==> config.mk <==
export PLATFORM = sky130hd
export DESIGN_NAME = pwm_multi_channel
export DESIGN_NICKNAME = d
export VERILOG_FILES = /design/src/rtl/pwm_multi_channel.sv
export SDC_FILE = /design/constraint.sdc
export NUM_CORES = 1
export LEC_CHECK = 0
export CORE_ASPECT_RATIO = 0.7
export CORE_MARGIN = 5
export CORE_UTILIZATION = 53
export DETAILED_ROUTE_END_ITERATION = 12
export GPL_TIMING_DRIVEN = 1
export PLACE_DENSITY = 0.8
export RECOVER_POWER = 100
export SLEW_MARGIN = 10
export SYNTH_ARGS = -nofsm -noshare
export SYNTH_HDL_FRONTEND = slang
export SYNTH_SLANG_ARGS = --single-unit
==> constraint.sdc <==
create_clock -name clk -period 2.91 [get_ports clk]
set_input_delay 0.4365 -clock clk [delete_from_list [all_inputs] [get_ports clk]]
set_output_delay 0.4365 -clock clk [all_outputs]
set_load 0.02 [all_outputs]
==> src/rtl/pwm_multi_channel.sv <==
// Multi-channel PWM generator.
// One shared counter (edge- or center-aligned) drives CHANNELS comparators.
// Each channel owns an active duty register (changed by host writes or by
// debounced up/down buttons) and a shadow copy that only reloads at a period
// boundary, so a duty change never produces a runt or stretched pulse.
module pwm_multi_channel #(
   parameter int CHANNELS     = 4,
   parameter int CNT_W        = 8,
   parameter int PERIOD       = 10,
   parameter int STEP         = 1,
   parameter int DUTY_INIT    = 5,
   parameter int DEBOUNCE_CYC = 25_000_000,
   localparam int CH_W        = (CHANNELS > 1) ? $clog2(CHANNELS) : 1
) (
   input  logic                      clk,
   input  logic                      rst,
   input  logic                      enable,
   input  logic                      center_mode,
   input  logic [CHANNELS-1:0]       inc_btn,
   input  logic [CHANNELS-1:0]       dec_btn,
   input  logic                      wr_en,
   input  logic [CH_W-1:0]           wr_ch,
   input  logic [CNT_W-1:0]          wr_data,
   output logic [CHANNELS-1:0]       pwm_out,
   output logic                      period_start,
   output logic [CHANNELS*CNT_W-1:0] duty_rd
);

   localparam int PS_W = $clog2(DEBOUNCE_CYC);

   localparam logic [PS_W-1:0]  PS_LAST  = PS_W'(DEBOUNCE_CYC - 1);
   localparam logic [CNT_W-1:0] PERIOD_C = CNT_W'(PERIOD);
   localparam logic [CNT_W-1:0] LAST_C   = CNT_W'(PERIOD - 1);
   localparam logic [CNT_W-1:0] INIT_C   = CNT_W'(DUTY_INIT);
   localparam logic [CNT_W-1:0] STEP_C   = CNT_W'(STEP);
   localparam logic [CNT_W:0]   PERIOD_X = (CNT_W + 1)'(PERIOD);
   localparam logic [CNT_W:0]   STEP_X   = (CNT_W + 1)'(STEP);

   // ---------------------------------------------------------------
   // Button conditioning: synchroniser, slow sampling, 2-sample
   // hysteresis, rising-edge detect.
   // ---------------------------------------------------------------
   logic [CHANNELS-1:0] r_inc_s1, r_inc_s2, r_inc_smp, r_inc_deb, r_inc_deb_d;
   logic [CHANNELS-1:0] r_dec_s1, r_dec_s2, r_dec_smp, r_dec_deb, r_dec_deb_d;
   logic [PS_W-1:0]     r_presc;
   logic                w_tick;
   logic [CHANNELS-1:0] w_inc_step, w_dec_step;

   assign w_tick     = (r_presc == PS_LAST);
   assign w_inc_step = r_inc_deb & ~r_inc_deb_d;
   assign w_dec_step = r_dec_deb & ~r_dec_deb_d;

   // Synchronise raw buttons, run the sample prescaler and debounce on each tick.
   always_ff @(posedge clk) begin
      if (rst) begin
         r_inc_s1    <= '0;
         r_inc_s2    <= '0;
         r_inc_smp   <= '0;
         r_inc_deb   <= '0;
         r_inc_deb_d <= '0;
         r_dec_s1    <= '0;
         r_dec_s2    <= '0;
         r_dec_smp   <= '0;
         r_dec_deb   <= '0;
         r_dec_deb_d <= '0;
         r_presc     <= '0;
      end else begin
         r_inc_s1    <= inc_btn;
         r_inc_s2    <= r_inc_s1;
         r_dec_s1    <= dec_btn;
         r_dec_s2    <= r_dec_s1;
         r_inc_deb_d <= r_inc_deb;
         r_dec_deb_d <= r_dec_deb;
         r_presc     <= w_tick ? '0 : r_presc + 1'b1;
         if (w_tick) begin
            // Level flips only when the current and previous samples agree.
            r_inc_smp <= r_inc_s2;
            r_dec_smp <= r_dec_s2;
            r_inc_deb <= (r_inc_s2 & r_inc_smp) | (r_inc_deb & (r_inc_s2 | r_inc_smp));
            r_dec_deb <= (r_dec_s2 & r_dec_smp) | (r_dec_deb & (r_dec_s2 | r_dec_smp));
         end
      end
   end

   // ---------------------------------------------------------------
   // Shared period counter.
   // ---------------------------------------------------------------
   logic [CNT_W-1:0] r_cnt;
   logic             r_dir_up;
   logic             r_center;
   logic             w_boundary;
   logic             r_period_start;

   // A period begins whenever the counter sits at 0 moving up; while disabled
   // the counter parks there, so the first enabled cycle is a boundary.
   assign w_boundary = enable && (r_cnt == '0) && r_dir_up;

   // Advance the counter; in center mode turn around at both ends, holding each
   // end value for two cycles so the full period is 2*PERIOD.
   always_ff @(posedge clk) begin
      if (rst) begin
         r_cnt    <= '0;
         r_dir_up <= 1'b1;
         r_center <= 1'b0;
      end else if (!enable) begin
         r_cnt    <= '0;
         r_dir_up <= 1'b1;
      end else begin
         if (w_boundary) begin
            r_center <= center_mode;
         end
         if (r_dir_up) begin
            if (r_cnt == LAST_C) begin
               if (r_center) begin
                  r_dir_up <= 1'b0;
               end else begin
                  r_cnt <= '0;
               end
            end else begin
               r_cnt <= r_cnt + 1'b1;
            end
         end else begin
            if (r_cnt == '0) begin
               r_dir_up <= 1'b1;
            end else begin
               r_cnt <= r_cnt - 1'b1;
            end
         end
      end
   end

   // Period marker, registered so it lines up with the pwm_out sample of cnt=0.
   always_ff @(posedge clk) begin
      if (rst) begin
         r_period_start <= 1'b0;
      end else begin
         r_period_start <= w_boundary;
      end
   end

   assign period_start = r_period_start;

   // ---------------------------------------------------------------
   // Per-channel duty, shadow and comparator.
   // ---------------------------------------------------------------
   genvar gi;
   generate
      for (gi = 0; gi < CHANNELS; gi++) begin : g_ch
         logic [CNT_W-1:0] r_duty;
         logic [CNT_W-1:0] r_shadow;
         logic [CNT_W-1:0] w_duty_next;
         logic [CNT_W-1:0] w_cmp;
         logic [CNT_W:0]   w_inc_sum;
         logic             w_hit;
         logic             r_pwm;

         // Out-of-range channel numbers never equal any gi, so they are dropped.
         assign w_hit     = wr_en && (32'(wr_ch) == gi);
         assign w_inc_sum = {1'b0, r_duty} + STEP_X;
         // On the boundary cycle compare against the duty being loaded, so the
         // very first count of the new period already uses the new value.
         assign w_cmp     = w_boundary ? r_duty : r_shadow;

         // Next duty: host write beats buttons; opposing steps cancel; saturate.
         always_comb begin
            w_duty_next = r_duty;
            if (w_hit) begin
               w_duty_next = (wr_data > PERIOD_C) ? PERIOD_C : wr_data;
            end else if (w_inc_step[gi] && !w_dec_step[gi]) begin
               w_duty_next = (w_inc_sum > PERIOD_X) ? PERIOD_C : w_inc_sum[CNT_W-1:0];
            end else if (w_dec_step[gi] && !w_inc_step[gi]) begin
               w_duty_next = ({1'b0, r_duty} < STEP_X) ? '0 : r_duty - STEP_C;
            end
         end

         // Hold active duty, reload the shadow at boundaries, register the output.
         always_ff @(posedge clk) begin
            if (rst) begin
               r_duty   <= INIT_C;
               r_shadow <= INIT_C;
               r_pwm    <= 1'b0;
            end else begin
               r_duty <= w_duty_next;
               if (w_boundary) begin
                  r_shadow <= r_duty;
               end
               r_pwm <= enable && (r_cnt < w_cmp);
            end
         end

         assign pwm_out[gi]                   = r_pwm;
         assign duty_rd[gi*CNT_W +: CNT_W]    = r_duty;
      end
   endgenerate

endmodule
==> impl_metrics.json, run 1 <==
{
  "outcome": "finished clean",
  "arrival_ns": 3.23,
  "synth.distinct_cells": 71,
  "max_freq_mhz": 348,
  "tightestPinTransition_ns": 0.847,
  "fin_crit_sh_pct": 98.8,
  "design_area_sq_mm": 0.00958,
  "die-area_sq_mm": 0.0177,
  "synth_fa_ha_area_share_pct": 7.03,
  "synth_top_area_share_pct": 36.0,
  "holdCritPathClass": "flop to flop",
  "slew_viol_final": 0,
  "syn_inst": 965,
  "tns_ns": 0,
  "ys_seq_area_share_pct": 36.0,
  "antenna_found_initial": 0,
  "ys_top_cells_by_area": "dfxtp_1 36%, ha_1 7.0%, nor2_1 5.9%",
  "fin_nets": 1091,
  "skew_ns": 0.0107,
  "viasPerCell": 5.95,
  "post-dp-hpwl_um": 13700,
  "crit_path_max_fanout": 8,
  "ios": 60,
  "synth_top_family_by_area": "simple AND/OR/NAND/NOR gates",
  "rows": 37,
  "path_buf_inv": 1,
  "p_total_w": 0.00466,
  "synthXorXnorAreaFrac_pct": 3.83,
  "required_ns": 3.26,
  "die_width_um": 157,
  "path_cells": "or4_4, nor4b_4, and3_4, buf_4, mux2i_4, ha_4, a21o_1, a211oi_2, nand3b_1, o21ai_1",
  "ctsHoldBuffers": 0,
  "place_ws_ns": -0.0483,
  "maxSlewHeadroom_pct": 43.2,
  "ys_warn_count": 0,
  "drc": 0,
  "grt_overflow": 0,
  "start_util_pct": 54.3,
  "grt_max_degree": 55,
  "muxShareOfSynthArea_pct": 4.51,
  "first_pass_iters": 5,
  "postPlaceCellArea_sq_mm": 0.00883,
  "route.vias.total": 7325,
  "grt_pass1_vias": 6799,
  "final_critical_path_setup_slack_ns": 0.0364,
  "grt_pass1_wl_um": 33000,
  "dieHeight_um": 113,
  "ir_drop_uv": 370,
  "ys.flop_type": "dfxtp_1",
  "avgSynthCellArea_sq_um": 8.30,
  "clockRootBuffer": "clkbuf_16",
  "synthSimpleGateAreaFrac_pct": 25.9,
  "rrSetupSlack_ns": 0.04,
  "syn-cell-area_sq_mm": 0.00801,
  "rsz0062_at_grt": "yes",
  "cts_tree": "done",
  "drtIter0Drc": 646,
  "maxCapViolations": 0,
  "gr-usage-all-layers_pct": 22.5,
  "async_flop_share_pct": 0,
  "drt-total-wl_um": 20200,
  "htree_num_levels": 4,
  "core-area_sq_mm": 0.0148,
  "numPortBuffers": 59,
  "clk_latency_ns": 0.43,
  "end_kind": "flop",
  "synth_compound_gate_area_share_pct": 18.1,
  "syn_nets": 1033,
  "drive_gt1_share_pct": 10.1,
  "cts.sinks": 144,
  "synth_most_common_cell": "dfxtp_1",
  "ys_seq_elements": 144,
  "post_drt_wl_per_cell_um": 16.4,
  "hold_ws_ns": 0.435,
  "syn_to_final_growth_pct": 19.5,
  "p_leak_nw": 3.77,
  "finalSetupViolCount": 0,
  "max_stage_delay_ns": 0.56,
  "clock_path_buffers": 2,
  "numCtsBuffers": 17,
  "routabilityCongestion": 0.885,
  "cp_slowest_cell": "or4_4",
  "post-route-min-period_ns": 2.87,
  "hold_viol": 0,
  "clk_pin_slew_ns": 0.06,
  "synthTopCellsByCount": "144 x dfxtp_1, 127 x nor2_1, 77 x nand2_1",
  "crit_path_start_kind": "flop",
  "powerDensity_mw_per_mm2": 486,
  "synth_area_leader_cell": "dfxtp_1",
  "antenna_cells": 0,
  "synth-edff-count": 0,
  "nFillCells": 1205,
  "critical_path_class": "flop to flop",
  "drtAntennaViolNets": 0,
  "path_delay_family": "simple AND/OR/NAND/NOR gates"
}
[state kept, by name (all words and copies together), names as in the netlist]
register,cells
g_ch.r_duty,32
r_inc_deb_d,4
r_inc_s2,4
period_start,1
r_cnt,8
r_dec_s2,4
r_center,1
g_ch.r_shadow,32
r_dec_deb,4
r_presc,25
r_dec_s1,4
r_dir_up,1
r_inc_deb,4
r_dec_deb_d,4
r_inc_smp,4
g_ch.r_pwm,4
r_inc_s1,4
r_dec_smp,4
[routing by layer]
| metal | vias to the layer above | global-route usage [%] | wire, um |
|---|---|---|---|
| met4 | 0 | 5.72 | 232 |
| met5 | - | 0 | 0 |
| li1 | 3582 | - | - |
| met3 | 28 | 5.54 | 1460 |
| met2 | 260 | 35.9 | 9390 |
| met1 | 3455 | 30.7 | 9110 |
[cell families after synthesis]
group           after synthesis
simple gates                409
compound gates              216
flops                       144
buf+inv                      80
fa+ha+maj                    45
mux                          36
xor+xnor                     35
[stage by stage]
step	util [%]	instances
after floorplan	-	965
after global placement	59.8	1195
after detailed placement	59.8	1195
after CTS	63.8	1227
after global routing	64.8	1231
final	64.8	1231
[what timing repair did]
action / in CTS / in global routing
setup buffers: 0 / 4
endpoints found under the setup margin: 4 / 4
pin swaps: 0 / 9
resized for setup: 1 / 24
[worst paths after layout]
kind | startpoint | cells after the start | end
worst max register to register | r_cnt[6]$_SDFFE_PP0P_ | 10 | g_ch[2].r_pwm$_SDFF_PP0_
worst min register to register | r_dec_s1[0]$_SDFF_PP0_ | 1 | r_dec_s2[0]$_SDFF_PP0_
worst min-delay path | r_dec_s1[0]$_SDFF_PP0_ | 1 | r_dec_s2[0]$_SDFF_PP0_
worst max-delay path | r_cnt[6]$_SDFFE_PP0P_ | 10 | g_ch[2].r_pwm$_SDFF_PP0_
[layout make-up]
class | instances | area (sq um) | area share [%]
Clock buffer | 18 | 429 | 4.48
Clock inverter | 14 | 150 | 1.57
Inverter | 17 | 63.8 | 0.666
Multi-Input combinational cell | 741 | 4880 | 51.0
Sequential cell | 144 | 2890 | 30.1
Tap cell | 195 | 244 | 2.55
Timing Repair Buffer | 102 | 922 | 9.63
[report_power, final]
| group | switching, W | leakage [nW] | internal [W] | total (W) |
|---|---|---|---|---|
| registers | 0.0000345 | 1.17 | 0.00201 | 0.00205 |
| clock network | 0.000949 | 0.275 | 0.00121 | 0.00216 |
| logic | 0.000247 | 2.32 | 0.000207 | 0.000454 |
| total | 0.00123 | 3.77 | 0.00343 | 0.00466 |
[placed cells by master (no fill, tap or decap), types with 17 or more instances in the layout]
cell | synthesis | layout
nand4_1 | 20 | 20
ha_1 | 45 | 42
nor3_1 | 21 | 21
dfxtp_1 | 144 | 142
a21o_1 | 20 | 20
buf_4 | 4 | 41
mux2i_1 | 35 | 27
a21oi_1 | 45 | 45
inv_1 | 17 | 17
clkbuf_16 | 0 | 17
clkdlybuf4s50_1 | 0 | 58
nand2_1 | 77 | 77
nor2b_1 | 34 | 34
nand3_1 | 34 | 34
nand2b_1 | 23 | 23
nor2_1 | 127 | 127
o21ai_0 | 39 | 36
xor2_1 | 23 | 23
(Power assumes the default switching activity.)
==> run 2, diff against run 1 <==
Settings changed: CTS_BUF_LIST set to sky130_fd_sc_hd__clkbuf_16.
==> impl_metrics.json, run 2 (synthesis results as in run 1) <==
{
  "outcome": "finished clean",
  "tns_ns": 0,
  "clk_latency_ns": 0.43,
  "syn_to_final_growth_pct": 19.5,
  "start_util_pct": 54.3,
  "gr-usage-all-layers_pct": 22.5,
  "grt_overflow": 0,
  "die_width_um": 157,
  "clockRootBuffer": "clkbuf_16",
  "end_kind": "flop",
  "path_cells": "or4_4, nor4b_4, and3_4, buf_4, mux2i_4, ha_4, a21o_1, a211oi_2, nand3b_1, o21ai_1",
  "final_common_cell": "dfxtp_1",
  "required_ns": 3.26,
  "swShare_pct": 26.4,
  "post-dp-hpwl_um": 13700,
  "skew_ns": 0.0107,
  "finalSetupViolCount": 0,
  "p_int_w": 0.00342,
  "placedCellCount": 1195,
  "rows": 37,
  "post-route-min-period_ns": 2.87,
  "worstHoldPathCells": 1,
  "critical_path_class": "flop to flop",
  "die-area_sq_mm": 0.0177,
  "grt_max_degree": 55,
  "reg_top3": "g_ch.r_duty (32), g_ch.r_shadow (32), r_presc (25)",
  "clkPwrFrac_pct": 46.3,
  "core-area_sq_mm": 0.0148,
  "r2r_cells": 10,
  "drive_gt1_share_pct": 10.1,
  "numPortBuffers": 59,
  "fin_nets": 1091,
  "antenna_found_initial": 0,
  "first_pass_iters": 5,
  "layout.cells.non_filler": 1231,
  "max_freq_mhz": 348,
  "slew_viol_final": 0,
  "layout_common_cells": "142 x dfxtp_1, 127 x nor2_1, 77 x nand2_1",
  "grt_pass1_vias": 6799,
  "ios": 60,
  "drtAntennaViolNets": 0,
  "clk_pin_slew_ns": 0.06,
  "max_stage_delay_ns": 0.56,
  "ir_drop_uv": 370,
  "cts.sinks": 144,
  "dieHeight_um": 113,
  "tightestPinTransition_ns": 0.847,
  "post_drt_wl_per_cell_um": 16.4,
  "numCtsBuffers": 17,
  "seqPwrFrac_pct": 44.0,
  "fin_crit_sh_pct": 98.8,
  "viasPerCell": 5.95,
  "p_leak_nw": 3.77,
  "crit_path_max_fanout": 8,
  "rsz0062_at_grt": "yes",
  "maxCapViolations": 0,
  "drt-total-wl_um": 20200,
  "grt_pass1_wl_um": 33000,
  "htree_num_levels": 4,
  "route.vias.total": 7324,
  "ctsHoldBuffers": 0,
  "powerDensity_mw_per_mm2": 486,
  "crit_path_start_kind": "flop",
  "hold_viol": 0,
  "arrival_ns": 3.23,
  "cp_slowest_cell": "or4_4",
  "drc": 0,
  "cts_tree": "done",
  "maxSlewHeadroom_pct": 43.2,
  "power.switching_w": 0.00123,
  "clock_path_buffers": 2,
  "drtIter0Drc": 646,
  "power_frac_comb_pct": 9.8,
  "routabilityCongestion": 0.885,
  "holdCritPathClass": "flop to flop",
  "antenna_cells": 0
}
[run 2: cell types whose count changed in the layout (fill, tap and decap cells not counted), sizes merged]
cell    delta
clkbuf     -1
inv        +1
[run 2: repair_timing]
action,CTS,global route
resized for setup,1,24
pin swaps,0,9
buffers inserted,0,4
endpoints found under the setup margin,4,4
[run 2: cell type report]
cell class                      instances  area (sq um)
Fill cell                            1205          5190
Multi-Input combinational cell        741          4880
Sequential cell                       144          2890
Timing Repair Buffer                  102           922
Clock buffer                           17           425
Tap cell                              195           244
Clock inverter                         15           154
Inverter                               17          63.8
[run 2: worst paths after layout]
kind | from | endpoint | slack [ns]
max | r_cnt[6]$_SDFFE_PP0P_ | g_ch[2].r_pwm$_SDFF_PP0_ | 0.04
min | r_dec_s1[0]$_SDFF_PP0_ | r_dec_s2[0]$_SDFF_PP0_ | 0.44
max reg2reg | r_cnt[6]$_SDFFE_PP0P_ | g_ch[2].r_pwm$_SDFF_PP0_ | 0.04
min reg2reg | r_dec_s1[0]$_SDFF_PP0_ | r_dec_s2[0]$_SDFF_PP0_ | 0.44
[run 2: critical path, delay by kind of cell, from the launching register on]
kind | cells | cell delay (ns)
mux | 1 | 0.25
fa+ha+maj | 1 | 0.24
compound gates | 3 | 0.58
simple gates | 4 | 1.25
flops | 1 | 0.32
buf+inv | 1 | 0.16
[run 2: per-stage QoR]
step                hold slack (ns)  power [W]  util, %  setup slack, ns  cell area [sq um]
floorplan                     0.414    0.00238        -           0.0356               8020
global placement              0.416    0.00251     59.8            0.104               8830
detailed placement            0.424    0.00252     59.8          -0.0483               8830
CTS                           0.439    0.00465     63.8          0.00337               9420
global route                  0.459    0.00483     64.8          -0.0607               9580
finish                        0.435    0.00465     64.8           0.0363               9580
[run 2: power by group through the flow]
stage,sequential (W),combinational [W],clock (W)
2_1_floorplan,0.00209,0.000281,0
3_3_place_gp,0.00209,0.000421,0
3_5_place_dp,0.00209,0.000429,0
4_1_cts,0.00204,0.000433,0.00217
5_1_grt,0.00205,0.000498,0.00228
6_report,0.00205,0.000454,0.00215
[run 2: layer usage]
layer	vias to the layer above	global-route usage [%]	part of all wire (%)
met5	-	0	0
met2	258	35.9	46
met1	3458	30.7	45
met3	28	5.54	7.3
li1	3580	-	-
met4	0	5.72	1.1
==> run 3, diff against run 2 <==
Settings changed: ABC_CLOCK_PERIOD_IN_PS set to 2910, CORE_ASPECT_RATIO 0.7 to not set, SETUP_SLACK_MARGIN set to 0.02.
==> impl_metrics.json, run 3 (synthesis results as in run 1) <==
{
  "core-area_sq_mm": 0.0150,
  "cp_slowest_cell": "or4_4",
  "power_frac_comb_pct": 9.7,
  "ir_drop_uv": 441,
  "drive_gt1_share_pct": 9.83,
  "crit_path_start_kind": "flop",
  "maxSlewHeadroom_pct": -51.4,
  "arrival_ns": 3.19,
  "clk_pin_slew_ns": 0.06,
  "skew_ns": 0.0118,
  "antenna_cells": 0,
  "clockRootBuffer": "clkbuf_16",
  "placedCellCount": 1187,
  "layout_common_cells": "142 x dfxtp_1, 127 x nor2_1, 77 x nand2_1",
  "path_cells": "or4_4, nor4b_4, and3_4, mux2i_4, ha_4, a21o_1, a211oi_2, nand3_1, o21ai_1",
  "rsz0062_at_grt": "yes",
  "numCtsBuffers": 17,
  "gr-usage-all-layers_pct": 22.1,
  "antenna_found_initial": 0,
  "grt_overflow": 0,
  "syn_to_final_growth_pct": 19.3,
  "max_freq_mhz": 353,
  "powerDensity_mw_per_mm2": 488,
  "violations": "max-capacitance violations, max-slew violations",
  "die_width_um": 133,
  "fin_nets": 1093,
  "reg_top3": "g_ch.r_duty (32), g_ch.r_shadow (32), r_presc (25)",
  "swShare_pct": 26.4,
  "clkPwrFrac_pct": 46.5,
  "cts.sinks": 144,
  "p_leak_nw": 3.82,
  "layout.cells.non_filler": 1226,
  "maxCapViolations": 1,
  "die-area_sq_mm": 0.0177,
  "drtAntennaViolNets": 0,
  "final_common_cell": "dfxtp_1",
  "postPlaceCellArea_sq_mm": 0.00882,
  "critical_path_class": "flop to flop",
  "drtIter0Drc": 821,
  "post-route-min-period_ns": 2.83,
  "cts_tree": "done",
  "power.switching_w": 0.00123,
  "p_int_w": 0.00344,
  "routabilityCongestion": 0.908,
  "hold_ws_ns": 0.437,
  "clock_path_buffers": 2,
  "clk_latency_ns": 0.44,
  "holdCritPathClass": "flop to flop",
  "grt_pass1_wl_um": 32600,
  "post-dp-hpwl_um": 13300,
  "tns_ns": 0,
  "dieHeight_um": 133,
  "route.vias.total": 7199,
  "htree_num_levels": 4,
  "fin_crit_sh_pct": 97.2,
  "ios": 60,
  "finalSetupViolCount": 0,
  "required_ns": 3.27,
  "outcome": "finished with violations",
  "viasPerCell": 5.87,
  "start_util_pct": 53.3,
  "grt_max_degree": 51,
  "first_pass_iters": 6,
  "end_kind": "flop",
  "design_area_sq_mm": 0.00956,
  "post_drt_wl_per_cell_um": 15.8,
  "drc": 0,
  "hold_viol": 0,
  "numPortBuffers": 59,
  "drt-total-wl_um": 19400,
  "rows": 45,
  "tightestPinTransition_ns": 2.27,
  "seqPwrFrac_pct": 43.9,
  "crit_path_max_fanout": 7,
  "max_stage_delay_ns": 0.56,
  "slew_viol_final": 51,
  "grt_pass1_vias": 6861
}
[run 3: changes by cell type in the layout (fill, tap and decap cells not counted), sizes merged]
| cell | delta |
|---|---|
| clkdlybuf4s50 | -25 |
| dlygate4sd3 | +25 |
| clkbuf | +5 |
| inv | +4 |
| buf | -3 |
| clkinv | -2 |
| clkinvlp | -2 |
[run 3: power groups by stage]
stage	Clock [W]	Sequential, W	Combinational, W
CTS	0.00221	0.00205	0.000430
detailed placement	0	0.00209	0.000423
finish	0.00217	0.00205	0.000450
floorplan	0	0.00209	0.000281
global route	0.00230	0.00205	0.000493
global placement	0	0.00209	0.000416
[run 3: repair_timing]
action | CTS | global route
buffers inserted | 0 | 7
hold buffers | 0 | 0
endpoints found under the setup margin | 3 | 4
pin swaps | 0 | 3
gates resized for setup | 1 | 23
[run 3: per-stage QoR]
| stage | util (%) | setup WS [ns] | power [W] |
|---|---|---|---|
| 4_1_cts | 62.6 | 0.0457 | 0.00469 |
| 3_5_place_dp | 58.7 | 0.00158 | 0.00251 |
| 6_report | 63.6 | 0.0810 | 0.00467 |
| 2_1_floorplan | - | 0.0356 | 0.00238 |
| 5_1_grt | 63.6 | -0.0485 | 0.00485 |
| 3_3_place_gp | 58.7 | 0.0864 | 0.00251 |
[run 3: metal layers]
metal | global-route usage (%) | part of all wire [%]
met4 | 7.97 | 1.9
met5 | 0 | 0
met3 | 4.94 | 5.2
met1 | 27.0 | 43
met2 | 38.0 | 50
[run 3: critical path: cells and delay by family, from the launching register on]
kind                       cells  cell delay [ns]
and+or+nand+nor                4             1.28
AOI/OAI and AO/OA              3             0.62
DFF                            1             0.32
muxes                          1             0.30
adders and majority gates      1             0.23
[run 3: cell type report]
class | count | area (sq um)
Fill cell | 1257 | 5470
Multi-Input combinational cell | 741 | 4850
Sequential cell | 144 | 2890
Timing Repair Buffer | 104 | 940
Clock buffer | 17 | 425
Tap cell | 188 | 235
Clock inverter | 15 | 160
Inverter | 17 | 63.8
[run 3: worst paths after layout]
kind / to / start / depth (start not counted) / slack [ns]
hold reg to reg: r_dec_s2[3]$_SDFF_PP0_ / r_dec_s1[3]$_SDFF_PP0_ / 1 / 0.44
setup reg to reg: g_ch[0].r_pwm$_SDFF_PP0_ / r_cnt[6]$_SDFFE_PP0P_ / 9 / 0.08
hold / removal: r_dec_s2[3]$_SDFF_PP0_ / r_dec_s1[3]$_SDFF_PP0_ / 1 / 0.44
setup / recovery: g_ch[0].r_pwm$_SDFF_PP0_ / r_cnt[6]$_SDFFE_PP0P_ / 9 / 0.08
